File: src/rtl/vc_ctrl_param.sv
// Victim-cache controller: way selection, age-based LRU, demand write-back of dirty victims
// and idle-time scrubbing of dirty entries. Drives datapath strobes only.
module vc_ctrl_param #(
    parameter int unsigned NUM_WAYS    = 8,
    parameter int unsigned WAY_W       = $clog2(NUM_WAYS),
    parameter int unsigned IDLE_THRESH = 4
) (
    input  logic                clk,
    input  logic                rst_n,
    input  logic                l2_read,
    input  logic                l2_write,
    input  logic                l2_dirty,
    input  logic                hit,
    input  logic [WAY_W-1:0]    hit_way,
    input  logic [NUM_WAYS-1:0] valid_vec,
    input  logic [NUM_WAYS-1:0] dirty_vec,
    input  logic                mem_ack,
    output logic                vc_ack,
    output logic                vc_miss,
    output logic                busy,
    output logic                load_data,
    output logic                load_dirty,
    output logic                dirty_in,
    output logic [WAY_W-1:0]    data_way,
    output logic                mem_write_req,
    output logic [WAY_W-1:0]    mem_way,
    output logic [WAY_W-1:0]    lru_way
);

    typedef enum logic [1:0] {StIdle, StDemandWb, StScrubWb} state_e;

    state_e            state_q, state_d;
    logic [WAY_W-1:0]  mem_way_q, mem_way_d;
    logic [7:0]        idle_cnt_q, idle_cnt_d;
    logic [WAY_W-1:0]  age_q [NUM_WAYS];
    logic [WAY_W-1:0]  age_d [NUM_WAYS];

    logic              touch_en;
    logic [WAY_W-1:0]  touch_way;
    logic [WAY_W-1:0]  victim;
    logic              found_inv;
    logic [WAY_W-1:0]  max_age;
    logic              scrub_any;
    logic [WAY_W-1:0]  scrub_way;
    logic [NUM_WAYS-1:0] scrub_vec;

    assign scrub_vec = valid_vec & dirty_vec;
    assign lru_way   = victim;
    assign mem_way   = mem_way_q;

    // Lowest invalid way wins; otherwise the oldest way (lowest index on a tie).
    always_comb begin
        victim    = '0;
        found_inv = 1'b0;
        max_age   = age_q[0];
        for (int i = 0; i < NUM_WAYS; i++) begin
            if (!found_inv && !valid_vec[i]) begin
                found_inv = 1'b1;
                victim    = WAY_W'(i);
            end
        end
        if (!found_inv) begin
            for (int i = 1; i < NUM_WAYS; i++) begin
                if (age_q[i] > max_age) begin
                    max_age = age_q[i];
                    victim  = WAY_W'(i);
                end
            end
        end
    end

    always_comb begin
        scrub_any = 1'b0;
        scrub_way = '0;
        for (int i = 0; i < NUM_WAYS; i++) begin
            if (!scrub_any && scrub_vec[i]) begin
                scrub_any = 1'b1;
                scrub_way = WAY_W'(i);
            end
        end
    end

    always_comb begin
        for (int j = 0; j < NUM_WAYS; j++) begin
            age_d[j] = age_q[j];
            if (touch_en) begin
                if (WAY_W'(j) == touch_way) begin
                    age_d[j] = '0;
                end else if (age_q[j] < age_q[touch_way]) begin
                    age_d[j] = age_q[j] + WAY_W'(1);
                end
            end
        end
    end

    always_comb begin
        state_d       = state_q;
        mem_way_d     = mem_way_q;
        idle_cnt_d    = idle_cnt_q;
        touch_en      = 1'b0;
        touch_way     = victim;
        vc_ack        = 1'b0;
        vc_miss       = 1'b0;
        busy          = 1'b0;
        load_data     = 1'b0;
        load_dirty    = 1'b0;
        dirty_in      = 1'b0;
        data_way      = victim;
        mem_write_req = 1'b0;
        unique case (state_q)
            StIdle: begin
                if (l2_write || l2_read) begin
                    idle_cnt_d = '0;
                end else if (idle_cnt_q < 8'(IDLE_THRESH)) begin
                    idle_cnt_d = idle_cnt_q + 8'd1;
                end
                if (l2_write) begin
                    if (hit) begin
                        vc_ack     = 1'b1;
                        load_data  = 1'b1;
                        load_dirty = 1'b1;
                        data_way   = hit_way;
                        dirty_in   = dirty_vec[hit_way] | l2_dirty;
                        touch_en   = 1'b1;
                        touch_way  = hit_way;
                    end else if (!(valid_vec[victim] && dirty_vec[victim])) begin
                        vc_ack     = 1'b1;
                        load_data  = 1'b1;
                        load_dirty = 1'b1;
                        dirty_in   = l2_dirty;
                        touch_en   = 1'b1;
                    end else begin
                        // Request stays held and is retried as a clean fill after write-back.
                        mem_way_d = victim;
                        state_d   = StDemandWb;
                    end
                end else if (l2_read) begin
                    if (hit) begin
                        vc_ack    = 1'b1;
                        data_way  = hit_way;
                        touch_en  = 1'b1;
                        touch_way = hit_way;
                    end else begin
                        vc_miss = 1'b1;
                    end
                end else if (idle_cnt_q == 8'(IDLE_THRESH) && scrub_any) begin
                    mem_way_d = scrub_way;
                    state_d   = StScrubWb;
                end
            end
            StDemandWb, StScrubWb: begin
                idle_cnt_d    = '0;
                busy          = 1'b1;
                mem_write_req = 1'b1;
                data_way      = mem_way_q;
                if (mem_ack) begin
                    load_dirty = 1'b1;
                    state_d    = StIdle;
                end
            end
            default: state_d = StIdle;
        endcase
    end

    always_ff @(posedge clk or negedge rst_n) begin
        if (!rst_n) begin
            state_q    <= StIdle;
            mem_way_q  <= '0;
            idle_cnt_q <= '0;
            for (int i = 0; i < NUM_WAYS; i++) begin
                age_q[i] <= WAY_W'(i);
            end
        end else begin
            state_q    <= state_d;
            mem_way_q  <= mem_way_d;
            idle_cnt_q <= idle_cnt_d;
            for (int i = 0; i < NUM_WAYS; i++) begin
                age_q[i] <= age_d[i];
            end
        end
    end

endmodule

File: config.mk
export PLATFORM = sky130hd
export DESIGN_NAME = vc_ctrl_param
export DESIGN_NICKNAME = d
export VERILOG_FILES = /design/src/rtl/vc_ctrl_param.sv
export SDC_FILE = /design/constraint.sdc
export NUM_CORES = 1
export LEC_CHECK = 0
export CAP_MARGIN = 10
export CORE_MARGIN = 2
export CORE_UTILIZATION = 59
export DETAILED_ROUTE_END_ITERATION = 12
export HOLD_SLACK_MARGIN = 0.08
export PLACE_DENSITY = 0.82
export SLEW_MARGIN = 25
export SYNTH_ARGS = -nofsm -noshare
export SYNTH_HDL_FRONTEND = slang
export SYNTH_SLANG_ARGS = --single-unit
File: constraint.sdc
create_clock -name clk -period 14.5 [get_ports clk]
set_clock_uncertainty 0.15 [all_clocks]
set_input_delay 2.175 -clock clk [delete_from_list [all_inputs] [get_ports clk]]
set_output_delay 2.175 -clock clk [all_outputs]
set_load 0.005 [all_outputs]
==> results.toml, run 1 <==
[status]
status = "complete, no violations"

[clocking]
ctsHoldBuffers = 0
cts_buffers = 5
clk_root_buffer_cell = "clkbuf_8"
cts_max_level = 2
cts_setup_buffers = 0
cts_buffer_depth = 2
cts_tree = "built"
cts_sinks = 37
clk_pin_slew_worst_paths_ns = 0.08
cts_resized = 0
clkLatencyLatePin_ns = 0.30

[place]
portBuffers = 41
place_hpwl_um = 8622
finalWeightedCongestion = 0.8933

[die]
dieArea_um2 = 8061
rows = 31
die_y_um = 89.79
ios = 42
die_w_um = 89.79
core_um2 = 7176
start_util = 0.6051

[grt]
grt_start_max_net_pins = 38
antenna_found_initial = 0
grt_pass1_vias = 3936
grt_pass1_wl_um = 19220
track_usage = 0.2874
grt-ovfl-total = 0

[drt]
ant_nets = 0
vias_per_cell = 6.556
drc = 0
routedWlPerCell_um = 17.61
dr.pass1.iters = 5
drt_first_iter_violations = 359
vias = 4248
drt_wl_total_um = 11410

[logic_synthesis]
yosys_warnings = 0
synth_top_flop_cell = "dfrtp_1"
ys_types = 88
syn-num-nets = 580
avgSynthCellArea_um2 = 8.463
synth-seq-cells = 37
synth_enable_flop_cells = 0
ys_seq_area_frac = 0.2167
netlist_instances = 513
netlist_area_um2 = 4342
synthArstFlopShare = 1.000

[critical_path]
crit_fanout = 23
crit_cells = 38
critPathSlowestCell = "o21a_1"
cpPeakStageDelay_ns = 0.74
cp.required_ns = 12.18
r2r_cells = 44
end_kind = "primary output"
crit_arrival_ns = 10.87
critPathBufInv = 4
cp_top_family = "compound AO/OA/AOI/OAI gates"
worstSetupStartpointType = "flop"
worstSetupPathType = "reg -> out"
crit_path_frequent_cell = "ha_1"

[timing]
worst_pin_slew_ns = 0.9139
fin_crit_sh = 0.9097
max_freq_ghz = 0.07581
fin_crit_ns = 13.19
tns_ns = 0
hold_violations = 0
drv_slew = 0
finalSetupViolations = 0
rsz0062_at_grt = "false"
slew_headroom = 0.3881

[layout]
antennaDiodeCount = 0
drive_gt1_frac = 0.1439
syn_to_final_growth_pct = 12.42
finalNetCount = 615

[flow_run]
drv_cap = 0

[min_path]
min_path_type = "reg -> reg"
hold_depth = 2
metrics by stage:
stage / cell area, µm² / instances / setup WS [ns] / util / hold slack (ns)
after floorplan: 4342 / 513 / 3.703 / - / 0.3041
after global placement: 4795 / 640 / 2.237 / 0.6682 / 0.3224
after detailed placement: 4795 / 640 / 1.798 / 0.6682 / 0.3417
after CTS: 4881 / 648 / 1.479 / 0.6802 / 0.3606
after global routing: 4881 / 648 / 0.6396 / 0.6802 / 0.3842
final: 4881 / 648 / 1.310 / 0.6802 / 0.3566
cell usage after synthesis, drive strengths merged, types with 3 or more instances:
cell     number  area share
nand2b        7       0.010
a22o          5       0.010
a221o         3      0.0069
nor2b         6      0.0086
o31a          7       0.016
o21ai        27       0.035
a211oi        7       0.013
a211o         3      0.0063
a21oi        40       0.058
or2           5      0.0072
o32ai         4       0.015
nand2        49       0.042
nand4         6       0.010
o211ai        8       0.019
and3          7       0.010
mux2i        18       0.044
nor4          4      0.0058
nor3         10       0.012
o22ai         7       0.013
o2111ai       3       0.010
nor3b         3      0.0063
nor2         40       0.037
a21o          3      0.0052
mux2          8       0.021
a31oi        11       0.026
buf           8       0.013
and3b         3      0.0069
o21a          3      0.0052
dfstp        12       0.073
inv          44       0.038
dfrtp        25        0.14
clkbuf        5      0.0043
and2          6      0.0098
ha           41        0.12
a41oi         3      0.0061
a21boi        5       0.011
nand3b        8       0.014
nand3        24       0.028
or4           7       0.012
final timing paths:
kind                               start       endpoint  slack, ns
setup / recovery               age_q[18]         vc_ack       1.31
hold reg to reg            idle_cnt_q[7]  idle_cnt_q[7]       0.36
min in group asynchronous          rst_n      age_q[17]       1.82
hold / removal             idle_cnt_q[7]  idle_cnt_q[7]       0.36
max in group asynchronous          rst_n       age_q[7]      11.81
setup reg to reg               age_q[18]       age_q[8]       3.01
worst reg2reg max path, delay by kind of cell (launching register included):
family / cells / cell delay [ns]
buffers and inverters: 3 / 0.24
muxes: 5 / 1.82
DFF: 1 / 0.62
adders and majority gates: 8 / 2.42
AOI/OAI and AO/OA: 17 / 4.11
and+or+nand+nor: 11 / 2.06
flip-flops by register name, indices dropped and copies added, names as in the netlist:
register,flops
state_q,2
mem_way,3
idle_cnt_q,8
age_q,24
cell usage in the layout (no fill, tap or decap), types with 6 or more instances in the layout:
master and count:
dfstp_2 12, nor2_1 38, o21ai_1 10, nand3b_1 8, a21oi_2 8, o22ai_1 6
nand2b_1 7, and3_1 7, a211oi_1 6, nand3_1 24, a31oi_1 7, mux2i_1 17
nor2b_1 6, or4_1 7, a21oi_1 30, clkdlybuf4s50_1 40, mux2_2 7, o21ai_0 13
dfrtp_1 25, o31a_1 6, nand2_1 49, ha_1 41, inv_1 43, nor3_1 10
layout make-up:
cell class / count / area [µm²]
clock buffers: 5 / 68.82
clock inverters: 3 / 17.52
fillers: 626 / 2295
inverters: 44 / 165.2
multi-input cells: 419 / 3159
flip-flops and latches: 37 / 940.9
well taps: 99 / 123.9
repair buffers: 41 / 405.4
logic make-up (layout without fill, tap and decap cells):
family | count (synthesis) | count (layout) | share of synthesized area
AOI/OAI and AO/OA | 158 | 158 | 0.3014
adders and majority gates | 41 | 41 | 0.1182
buffers and inverters | 57 | 93 | 0.05562
DFF | 37 | 37 | 0.2167
muxes | 28 | 28 | 0.07550
and+or+nand+nor | 192 | 192 | 0.2326
routing by layer:
metal	vias up	share of wire	routed length, µm	track usage
met5	-	0	0	0
met4	0	0.020	227	0.08590
met3	29	0.064	731	0.04107
met2	171	0.45	5170	0.4640
met1	2020	0.46	5282	0.4021
li1	2028	-	-	-
Power of run 1 is not shown: default switching activity piles up to over one toggle a cycle in this logic, so the estimate is an artifact.
==> inputs of run 2 (changes only) <==
Settings changed: CELL_PAD_IN_SITES_DETAIL_PLACEMENT set to 1, CELL_PAD_IN_SITES_GLOBAL_PLACEMENT set to 1, CORE_UTILIZATION 59 to 45, CTS_BUF_LIST set to sky130_fd_sc_hd__clkbuf_16, PLACE_DENSITY 0.82 to unset, PLACE_DENSITY_LB_ADDON set to 0.1.
==> results.toml, run 2 (synthesis gave the netlist of run 1 again) <==
[timing]
hold_violations = 0
tns_ns = 0
timing.final.ws_setup_ns = 1.661
rsz0062_at_grt = "false"
drv_slew = 0
worst_pin_slew_ns = 1.006
finalSetupViolations = 0
fin_crit_ns = 12.84
max_freq_ghz = 0.07789
slew_headroom = 0.3264
fin_crit_sh = 0.8855

[clocking]
ctsHoldBuffers = 0
cts_tree = "built"
clkLatencyLatePin_ns = 0.30
cts_buffer_depth = 2
cts_sinks = 37
cts_setup_buffers = 0
cts_resized = 0
cts_buffers = 5
cts_max_level = 2
clk_pin_slew_worst_paths_ns = 0.07
clk_root_buffer_cell = "clkbuf_16"

[layout]
layout_commonest_cell = "nand2_1"
fillers = 1121
syn_to_final_growth_pct = 15.36
finalNetCount = 616
multiInputGateArea_um2 = 3159
layout_common_cells = "49 x nand2_1, 43 x inv_1, 41 x ha_1"
regMostFlops = "age_q"
ff_latch_area_um2 = 940.9
largest_reg_flops = 24
antennaDiodeCount = 0
drive_gt1_frac = 0.1455

[place]
portBuffers = 41
finalWeightedCongestion = 0.8863
place_hpwl_um = 10650
dpl_worst_slack_ns = 2.031

[drt]
drc = 0
ant_nets = 0
routedWlPerCell_um = 20.03
drt_first_iter_violations = 162
vias_per_cell = 6.243
vias = 4239
drt_wl_total_um = 13600
dr.pass1.iters = 4

[critical_path]
end_kind = "primary output"
crit_arrival_ns = 10.51
crit_path_frequent_cell = "ha_1"
cpPeakStageDelay_ns = 0.60
critPathSlowestCell = "dfstp_2"
rr_startpoint = "age_q[18]"
reg2reg_to = "age_q[17]"
r2r_slack_ns = 2.87
worstSetupPathType = "reg -> out"
cp.required_ns = 12.18
r2r_cells = 44
worstSetupStartpoint = "age_q[18]"
worstSetupStartpointType = "flop"
crit_fanout = 23

[grt]
grt-ovfl-total = 0
grt_start_max_net_pins = 38
antenna_found_initial = 0
track_usage = 0.2749
grt_pass1_vias = 4574
grt_pass1_wl_um = 22600

[die]
die_y_um = 102.2
die_w_um = 102.2
dieArea_um2 = 10450
core_um2 = 9284
rows = 35
start_util = 0.4677
ios = 42

[min_path]
hold_depth = 2
min_to = "idle_cnt_q[7]"
min-delay-start = "idle_cnt_q[7]"
min_path_type = "reg -> reg"

[flow_run]
drv_cap = 0

[status]
status = "complete, no violations"
[run 2: routing by layer]
layer / part of all wire / vias to the layer above / global-route usage / wire length, µm
li1: - / 2015 / - / -
met1: 0.43 / 2127 / 0.3271 / 5853
met2: 0.52 / 75 / 0.5066 / 7057
met3: 0.032 / 22 / 0.04172 / 431
met4: 0.019 / 0 / 0.08718 / 256
met5: 0 / - / 0 / 0
[run 2: stage by stage]
stage | instances | instance area, µm² | util | hold slack [ns]
2_1_floorplan | 513 | 4342 | - | 0.3041
3_3_place_gp | 671 | 4840 | 0.5213 | 0.3332
3_5_place_dp | 671 | 4840 | 0.5213 | 0.3396
4_1_cts | 679 | 5009 | 0.5395 | 0.3550
5_1_grt | 679 | 5009 | 0.5395 | 0.3723
6_report | 679 | 5009 | 0.5395 | 0.3583
[run 2: how the worst max path moves through the flow]
| stage | to | slack (ns) |
|---|---|---|
| detailed placement | vc_ack | 2.03 |
| global route | vc_ack | 1.07 |
| CTS | vc_ack | 1.66 |
| floorplan | vc_ack | 3.70 |
| global placement | vc_ack | 2.48 |
| finish | vc_ack | 1.66 |
[run 2: final cells by class]
cell class | instances | share of cell area
clock buffers | 5 | 0.02498
multi-input cells | 419 | 0.6308
flip-flops and latches | 37 | 0.1879
clock inverters | 3 | 0.008743
inverters | 44 | 0.03298
repair buffers | 42 | 0.08244
well taps | 129 | 0.03223
[run 2: critical path: cells and delay by family, from the launching register on]
family / cells / cell delay, ns
compound gates: 11 / 2.63
buf+inv: 5 / 1.07
fa+ha+maj: 7 / 1.93
mux: 8 / 2.48
flops: 1 / 0.60
simple gates: 8 / 1.49
Power of run 2 is left out for the same reason.
==> patch 1: new RTL, config.mk and constraints of run 1 <==
Change the parameter `NUM_WAYS` from 8 to 16.
--- a/src/rtl/vc_ctrl_param.sv
+++ b/src/rtl/vc_ctrl_param.sv
@@ -1,7 +1,7 @@
 // Victim-cache controller: way selection, age-based LRU, demand write-back of dirty victims
 // and idle-time scrubbing of dirty entries. Drives datapath strobes only.
 module vc_ctrl_param #(
-    parameter int unsigned NUM_WAYS    = 8,
+    parameter int unsigned NUM_WAYS    = 16,
     parameter int unsigned WAY_W       = $clog2(NUM_WAYS),
     parameter int unsigned IDLE_THRESH = 4
 ) (
Interface: changed (6 resized); port bits go from 42 to 62. The function was not compared with the original's and may differ.
==> patch 1 against run 1 <==
The flow now stops in global routing (5_1_grt); synthesized area grew to 2.5 times the old value.
==> patch 1: results (changes against run 1) <==
Run status
  – Outcome: stopped before the end
  – Stop stage: global routing (5_1_grt)
  – Error: [ERROR GRT-0232] Routing congestion too high. Check the congestion heatmap in the GUI.

Logic synthesis
  – Register area share after synthesis: 18.0% (-3.7 points)
  – Post-synth top cells: nand2_1, nor2_1, ha_1, o21ai_0, a21oi_1
  – Yosys warnings: 0 (unchanged)
  – Post-synth ARST share: 100% (unchanged)
  – Yosys reg bits: 78 (+110%)
  – Synthesized area: 0.0111 mm² (+150%)
  – Netlist cell types: 99 (+13%)
  – Most common cell in the synthesized netlist: nand2_1
  – Net count after synthesis: 1588 (+170%)
  – Main area contributors after synthesis: ha_1, dfrtp_1, dfstp_2
  – Top_reg_cell synth: dfrtp_1

Clock tree
  – H-tree depth: 3 (+1)
  – Max clock buf depth: 2 (unchanged)
  – Clock Tree Root: clkbuf_16
  – CTS Buf Count: 9 (+4)

Place
  – Port Buf Inserts: 61 (+49%)
  – GPL Wtd Cong: 1.05 (+18%)
  – DP HPWL: 33300 µm (+290%)
  – Area of placed instances: 0.0152 mm² (+220%)

Global routing
  – Largest net degree at the start of global routing: 75
  – GRT overflow: approximately 150
  – GRT Total Usage: 83.6%
## patch 1: cell families after synthesis
logic type | count (synthesis) | synth area share [%]
AO/OA/AOI/OAI | 513 | 32.8
XOR/XNOR | 12 | 0.951
adder cells (fa/ha/maj) | 106 | 11.9
AND/OR/NAND/NOR | 523 | 24.3
multiplexers | 63 | 6.63
buffers and inverters | 146 | 5.34
flip-flops | 78 | 18.0
## patch 1: timing repair
action | in CTS
endpoints found under the setup margin | 82
pin swaps | 155
buffers inserted | 93
gates resized for setup | 202
gates cloned | 1
## patch 1: metrics by stage
step | hold WS (ns) | std cells | setup WS (ns)
after CTS | 0.367 | 2171 | -10.02
after global placement | 0.335 | 2062 | -9.54
after detailed placement | 0.360 | 2062 | -10.84
after floorplan | 0.314 | 1441 | -10.15
## patch 1: per-layer routing
| metal | overflow | global-route usage (%) |
|---|---|---|
| met5 | 0 | 35.8 |
| met4 | 63 | 85.6 |
| met3 | 1 | 71.8 |
| met2 | 76 | 96.8 |
| met1 | 5 | 83.2 |
==> patch 2: new RTL, settings of run 1 <==
Without the edit above. Make the reset (`rst_n`) synchronous in one clocked block.
--- a/src/rtl/vc_ctrl_param.sv
+++ b/src/rtl/vc_ctrl_param.sv
@@ -162,7 +162,7 @@
         endcase
     end
 
-    always_ff @(posedge clk or negedge rst_n) begin
+    always_ff @(posedge clk) begin
         if (!rst_n) begin
             state_q    <= StIdle;
             mem_way_q  <= '0;
Check against the original RTL: differs if rst_n is asserted again (counterexample within 4 cycles, from zero or initial values and one cycle with rst_n low); with rst_n held inactive, the same outputs for 4 cycles.
==> patch 2 against run 1 <==
Non-clock buffer count up 2; critical path type unchanged; sequential cell count did not move; routed wire length grew 0.13%; highest routed layer unchanged; design area is 6.3% lower; worst setup slack better by 0.29 ns; via count up 2.6%; synthesized area decreased by 7.2%.
==> patch 2: results (changes against run 1) <==
Logic synthesis
  – Net count after synthesis: 596 (+2.8%)
  – Yosys warnings: 0 (unchanged)
  – Post-synth ARST share: 0% (-100 points)
  – Post-synth top cells: nand2_1, nor2_1, ha_1
  – Netlist cell types: 82 (-6.8%)
  – Complex-gate fraction of the synthesized area: 31.9% (+1.7 points)
  – Main area contributors after synthesis: dfxtp_1, ha_1, nand2_1
  – Register area share after synthesis: 18.4% (-3.3 points)
  – Xor/xnor share of the synthesized area: 0.217% (+0.22 points)
  – Post-Synth Adder-Cell Area: 12.7% (+0.92 points)
  – Post-synthesis mux area share: 5.34% (-2.2 points)
  – Syn avg cell area: 7.61 µm² (-10%)

Final layout
  – Fin nets: 633 (+2.9%)
  – Max reg flops: 24 (unchanged)
  – N_diodes: 0 (unchanged)
  – Layout cells sized above 1: 8.64% (-5.7 points)
  – Most flop-heavy register: age_q

Place
  – GPL Wtd Cong: 0.971 (+8.6%)
  – Area of placed instances: 0.00447 mm² (-6.8%)
  – DP HPWL: 8790 µm (+1.9%)
  – Port Buf Inserts: 41 (unchanged)
  – Placed insts: 638 (-0.31%)
  – Worst slack at placement: 2.02 ns (+0.221 ns)

Setup path
  – Critical Path End: vc_ack
  – Worst-path maximum fanout: 19 (-17%)
  – Internal reg-to-reg setup slack: 3.47 ns (+0.46 ns)
  – Crit path arrival time: 10.58 ns (-0.29 ns)
  – Slowest cell on crit path: o21a_1
  – R2r endpoint: age_q[2][2]
  – Worst r2r path cells: 47 (+6.8%)
  – Crit path from: age_q[1][0]
  – CP peak stage delay: 0.66 ns (-0.08 ns)

Global routing
  – Vias in the first global route: 4018 (+2.1%)
  – Largest net degree at the start of global routing: 20 (-47%)
  – Initial antenna violation count: 0 (unchanged)
  – First-pass GRT wire length: 18700 µm (-2.7%)
  – GRT Total Usage: 30.7% (+2.0 points)

Route
  – First-pass detailed-route iteration total: 5 (unchanged)
  – Drt first-iter violations: 405 (+13%)
  – Vias/cell: 6.73 (+2.7%)
  – DR WL/cell: 17.7 µm (+0.29%)
  – Via count: 4357 (+2.6%)

STA
  – Worst slew pin tran: 0.728 ns (-0.186 ns)
  – Crit share post-route: 89.0% (-2.0 points)

Worst hold path
  – Worst Hold Class: reg2reg

Clock tree
  – Post-cts sizing count: 0 (unchanged)
  – Clock transition at path regs: 0.08 ns (about the same)
  – H-tree depth: 2 (unchanged)

Power
  – VDD IR max: around 130 µV

Run status
  – Outcome: completed
[patch 2: cell count changes in the layout (fill, tap and decap cells not counted), sizes merged, moves of 5 or more]
cell / run 1 / this run
a21oi: 40 / 28
dfrtp: 25 / 0
nand2b: 7 / 2
dfxtp: 0 / 37
mux2i: 18 / 8
nor2: 40 / 50
nand2: 49 / 67
dfstp: 12 / 0
inv: 44 / 34
o21a: 3 / 13
o22ai: 7 / 2
[patch 2: cell families after synthesis]
logic type | Yosys count
AO/OA/AOI/OAI | 175
XOR/XNOR | 1
adder cells (fa/ha/maj) | 41
buffers and inverters | 48
flip-flops | 37
multiplexers | 16
AND/OR/NAND/NOR | 211
[patch 2: report_power, final]
| part | leakage [nW] | switching, mW | internal [mW] |
|---|---|---|---|
| registers | 0.302 | 0.0513 | 0.128 |
| clock network | 0.0512 | 0.0392 | 0.0385 |
| logic | 1.47 | 0.526 | 0.384 |
[patch 2: how the worst min path moves through the flow]
stage / from / to / slack [ns] / cells after the start
after floorplan: idle_cnt_q[7] / idle_cnt_q[7] / 0.29 / 2
after global placement: idle_cnt_q[7] / idle_cnt_q[7] / 0.31 / 2
after detailed placement: idle_cnt_q[7] / idle_cnt_q[7] / 0.32 / 2
after CTS: idle_cnt_q[7] / idle_cnt_q[7] / 0.34 / 2
after global routing: idle_cnt_q[7] / idle_cnt_q[7] / 0.36 / 2
final: idle_cnt_q[7] / idle_cnt_q[7] / 0.34 / 2
[patch 2: worst max-delay path, delay by kind of cell (launching register included)]
kind / cells / cell delay [ns]
multiplexers: 5 / 1.65
AND/OR/NAND/NOR: 11 / 1.86
buffers and inverters: 3 / 0.94
adder cells (fa/ha/maj): 7 / 1.78
flip-flops: 1 / 0.47
AO/OA/AOI/OAI: 13 / 3.54
[patch 2: final cells by class]
| cell class | count | area [µm²] |
|---|---|---|
| Fill cell | 575 | 2110 |
| Clock inverter | 2 | 13.8 |
| Sequential cell | 37 | 741 |
| Clock buffer | 6 | 82.6 |
| Inverter | 35 | 131 |
| Multi-Input combinational cell | 444 | 3080 |
| Timing Repair Buffer | 43 | 425 |
| Tap cell | 80 | 100 |
[patch 2: layer usage]
metal / track usage [%] / share of wire [%] / up-vias / routed length [µm]
li1: - / - / 2104 / -
met1: 40.6 / 43 / 2067 / 4870
met2: 50.7 / 47 / 160 / 5380
met3: 4.76 / 7.9 / 26 / 897
met4: 10.9 / 2.4 / 0 / 272
met5: 0 / 0 / - / 0
